===== config.mk =====
export PLATFORM = sky130hd
export DESIGN_NAME = piso_serializer
export DESIGN_NICKNAME = d
export VERILOG_FILES = /design/src/rtl/piso_serializer_pkg.sv /design/src/rtl/piso_shift_reg.sv /design/src/rtl/piso_serializer.sv
export SDC_FILE = /design/constraint.sdc
export NUM_CORES = 1
export LEC_CHECK = 0
export BUFFER_PORTS_ARGS = -buffer_cell sky130_fd_sc_hd__clkbuf_2
export CAP_MARGIN = 15
export CORE_UTILIZATION = 45
export DETAILED_ROUTE_END_ITERATION = 10
export GPL_TIMING_DRIVEN = 1
export MAX_ROUTING_LAYER = met4
export PLACE_DENSITY_LB_ADDON = 0.1
export RECOVER_POWER = 25
export SLEW_MARGIN = 30
export SYNTH_ARGS = -nofsm -noshare
export SYNTH_HDL_FRONTEND = slang
export SYNTH_SLANG_ARGS = --single-unit

===== constraint.sdc =====
create_clock -name clk -period 1.3 [get_ports clk]
set_input_delay 0.195 -clock clk [delete_from_list [all_inputs] [get_ports clk]]
set_output_delay 0.195 -clock clk [all_outputs]
set_load 0.005 [all_outputs]

===== src/rtl/piso_serializer_pkg.sv =====
// piso_serializer_pkg: shared state encoding and sizing helper
// for the parallel-in/serial-out transmitter.
package piso_serializer_pkg;

  typedef enum logic {
    IDLE  = 1'b0,
    SHIFT = 1'b1
  } state_t;

  // Bit counter width; never below one bit.
  function automatic int cnt_w(input int w);
    return (w < 2) ? 1 : $clog2(w);
  endfunction

endpackage


===== src/rtl/piso_shift_reg.sv =====
// piso_shift_reg: WIDTH-bit loadable shift register, serial out.
// Ports: clk, reset (async low), load, shift, din, sout.
module piso_shift_reg
  import piso_serializer_pkg::*;
#(
  parameter int WIDTH     = 8,
  parameter bit MSB_FIRST = 1'b1
) (
  input  logic             clk,
  input  logic             reset,
  input  logic             load,
  input  logic             shift,
  input  logic [WIDTH-1:0] din,
  output logic             sout
);

  logic [WIDTH-1:0] q;

  // Zeros fill behind the data, so the final shift
  // leaves the line low after the last bit.
  always_ff @(posedge clk or negedge reset) begin
    if (!reset) begin
      q <= '0;
    end else if (load) begin
      q <= din;
    end else if (shift) begin
      if (MSB_FIRST) q <= {q[WIDTH-2:0], 1'b0};
      else           q <= {1'b0, q[WIDTH-1:1]};
    end
  end

  assign sout = MSB_FIRST ? q[WIDTH-1] : q[0];

endmodule


===== src/rtl/piso_serializer.sv =====
// piso_serializer: ready/valid word in, one bit per shift_en out.
// Ports: clk, reset, load_valid/load_data/load_ready, shift_en, sdata, sframe, done.
module piso_serializer
  import piso_serializer_pkg::*;
#(
  parameter int WIDTH     = 8,
  parameter bit MSB_FIRST = 1'b1
) (
  input  logic             clk,
  input  logic             reset,
  input  logic             load_valid,
  input  logic [WIDTH-1:0] load_data,
  output logic             load_ready,
  input  logic             shift_en,
  output logic             sdata,
  output logic             sframe,
  output logic             done
);

  localparam int CW = cnt_w(WIDTH);
  localparam logic [CW-1:0] LAST = CW'(WIDTH - 1);

  state_t        state, state_n;
  logic [CW-1:0] cnt, cnt_n;
  logic          rdy_n, frame_n, done_n;
  logic          load, shift;

  always_ff @(posedge clk or negedge reset) begin
    if (!reset) begin
      state      <= IDLE;
      cnt        <= '0;
      load_ready <= 1'b0;
      sframe     <= 1'b0;
      done       <= 1'b0;
    end else begin
      state      <= state_n;
      cnt        <= cnt_n;
      load_ready <= rdy_n;
      sframe     <= frame_n;
      done       <= done_n;
    end
  end

  always_comb begin
    state_n = state;
    cnt_n   = cnt;
    rdy_n   = load_ready;
    frame_n = sframe;
    done_n  = 1'b0;
    load    = 1'b0;
    shift   = 1'b0;
    unique case (state)
      IDLE: begin
        rdy_n = 1'b1;
        if (load_valid && load_ready) begin
          state_n = SHIFT;
          rdy_n   = 1'b0;
          frame_n = 1'b1;
          cnt_n   = '0;
          load    = 1'b1;
        end
      end
      SHIFT: begin
        if (shift_en) begin
          shift = 1'b1;
          if (cnt == LAST) begin
            state_n = IDLE;
            frame_n = 1'b0;
            done_n  = 1'b1;
            rdy_n   = 1'b1;
          end else begin
            cnt_n = cnt + CW'(1);
          end
        end
      end
      default: state_n = IDLE;
    endcase
  end

  piso_shift_reg #(
    .WIDTH     (WIDTH),
    .MSB_FIRST (MSB_FIRST)
  ) u_sr (
    .clk   (clk),
    .reset (reset),
    .load  (load),
    .shift (shift),
    .din   (load_data),
    .sout  (sdata)
  );

endmodule

==> flow_summary.ini <==
[layout]
final_util = 0.647
antennaDiodeCount = 0
multi_input_area_um2 = 370
drive_gt1_frac = 0.473
nets = 107
ff_latch_area_um2 = 375
final_common_cell = dfrtp_1
fillers = 117
syn2layout_area_growth_pct = 34.9
most-common-layout-cells = dfrtp_1, clkbuf_2, buf_4

[pwr]
sw_frac_of_total = 0.334
p_leak_uw = 0.000476
comb_power_share = 0.418
p_clk_frac = 0.144
power.total_uw = 1820
p_sw_uw = 608
cellPowerDensity_nw_per_um2 = 1890
p_seq_frac = 0.438
ir_drop_uv = 1060
internal_power_uw = 1210

[sta]
period_needed_ns = 1.43
rsz0062_at_grt = true
slew_headroom = 0.468
setup_viol = 3
worst_slack_ns = -0.128
final_hold_viol_count = 0
timing.setup.tns_ns = -0.246
report.final.slew_viol_count = 0
fmax_ghz = 0.700
skew_ns = 0.00876
timing.final.crit_share = 1.10
worstMarginPinSlew_ns = 0.798

[global_route]
grt_pass1_wl_mm = 2.45
antenna_found_initial = 0
grt_usage = 0.199
grt-ovfl-total = 0
grt_pass1_vias = 569
grt_max_degree = 16

[setup_path]
endpoint_kind = flop
startpoint_type = flop
cp.required_ns = 1.48
critPathKind = flop to flop
arrival_ns = 1.61
crit_fanout = 3

[die]
core-area_um2 = 1490
row_count = 14
num_io_pins = 16
die_area_um2 = 1750
die_w_um = 41.8
fp.dieH_um = 41.8
start_util = 0.480

[routing]
drc = 1
detail_route.vias_per_cell = 5.29
wl_per_cell_um = 13.1
finalWirelength_mm = 1.40
ant_nets = 0
vias = 566
drtIter0Drc = 8
first_pass_iters = 7

[min_path]
hold_class = primary input to flop

[clock_tree]
cts_tree = done
htreeDepth = 1
clock-sinks = 15
clock_path_buffers = 2
clock_latency_ns = 0.28
numCtsBuffers = 3
clkSlewWorstSetupHoldPaths_ns = 0.09
cts.root.buffer_cell = clkbuf_4

[place]
hpwlAfterDp_um = 953
place.gp.congestion = 0.739
port_buffers = 15

[synthesis]
syn_nets = 77
ys_ff_latch = 15
synthCells = 62
yosysSeqAreaShare = 0.525
syn_area_um2 = 714
yosys_warnings = 0
syn_area_per_cell_um2 = 11.5
ys_types = 24

[outcome]
violations = design-rule violations, negative setup slack
status = finished with violations

[flow_run]
drv_cap = 0
-- worst paths after layout --
check,startpoint,endpoint,slack (ns),cells past startpoint
max in group asynchronous,reset,done,0.30,2
max reg2reg,cnt[1],cnt[0],-0.13,5
min,load_data[0],u_sr.q[0],0.09,3
max,cnt[1],cnt[0],-0.13,5
min in group asynchronous,reset,u_sr.q[4],0.50,2
min reg2reg,u_sr.q[0],u_sr.q[0],0.53,2
-- power groups by stage --
| stage | logic [uW] | clock network [uW] | registers (uW) |
|---|---|---|---|
| CTS | 692 | 279 | 783 |
| finish | 760 | 261 | 796 |
| floorplan | 402 | 0 | 757 |
| global placement | 584 | 0 | 780 |
| global route | 839 | 302 | 822 |
| detailed placement | 599 | 0 | 786 |
-- repair_timing --
action | CTS | global route
resized for setup | 3 | 6
hold buffers | 1 | 0
buffers inserted | 3 | 2
pin swaps | 1 | 5
setup endpoints to repair | 3 | 5
hold endpoints to repair | 15 | 0
-- registers in the layout, summed over array words and instances (netlist names) --
name,flops
sframe,1
u_sr.q,8
load_ready,1
done,1
state,1
cnt,3
-- cell families after synthesis --
family / synth area share
flip-flops: 0.525
buffers and inverters: 0.0368
AND/OR/NAND/NOR: 0.161
multiplexers: 0.0718
adder cells (fa/ha/maj): 0.0525
AO/OA/AOI/OAI: 0.152
-- worst max-delay path, cell delays in order (launching register included) --
cell,delay [ns]
dfrtp_1,0.42
ha_4,0.18
ha_4,0.15
and3b_2,0.28
nor2_4,0.05
mux2_4,0.25
-- per-layer routing --
layer  global-route usage  wire length, um  vias to the layer above
met5                    -                0                        -
met4               0.0581               11                        0
met3               0.0783               73                        2
met2                0.313              671                       15
met1                0.236              643                      262
li1                     -                -                      287
-- Yosys cell counts --
| master | instances | area [um2] |
|---|---|---|
| nor2_1 | 2 | 7.51 |
| a221o_1 | 1 | 10.0 |
| o22ai_1 | 1 | 6.26 |
| and3_2 | 1 | 7.51 |
| nand3b_4 | 1 | 20.0 |
| dfrtp_1 | 15 | 375 |
| a21boi_0 | 1 | 7.51 |
| a22o_1 | 2 | 17.5 |
| a31oi_1 | 1 | 6.26 |
| mux2_2 | 1 | 11.3 |
| ha_1 | 3 | 37.5 |
| mux2i_1 | 4 | 40.0 |
| nand2_2 | 1 | 6.26 |
| nand3_1 | 2 | 10.0 |
| and2_2 | 1 | 7.51 |
| buf_6 | 2 | 22.5 |
| nand2_1 | 8 | 30.0 |
| a311oi_1 | 1 | 8.76 |
| inv_1 | 1 | 3.75 |
| and3b_2 | 2 | 20.0 |
| and3_1 | 1 | 6.26 |
| a21oi_1 | 6 | 30.0 |
| o21ai_0 | 3 | 15.0 |
| o211ai_1 | 1 | 7.51 |
-- per-stage QoR --
| stage | hold slack (ns) | worst slack [ns] | area, um2 | instances |
|---|---|---|---|---|
| 6_report | 0.0939 | -0.128 | 963 | 107 |
| 3_5_place_dp | 0.129 | -0.145 | 847 | 98 |
| 4_1_cts | 0.0791 | -0.143 | 926 | 106 |
| 3_3_place_gp | 0.126 | -0.106 | 847 | 98 |
| 2_1_floorplan | -0.101 | -0.0696 | 722 | 62 |
| 5_1_grt | 0.0889 | -0.173 | 963 | 107 |
-- cell type report --
cell class                 count  area share
clock inverter                 1     0.00519
tap                           16      0.0208
clock buffer                   3      0.0234
sequential                    15       0.390
multi-input combinational     44       0.384
timing repair buffer          27       0.173
inverter                       1     0.00390
No activity file was read; power rests on OpenSTA's default activity.
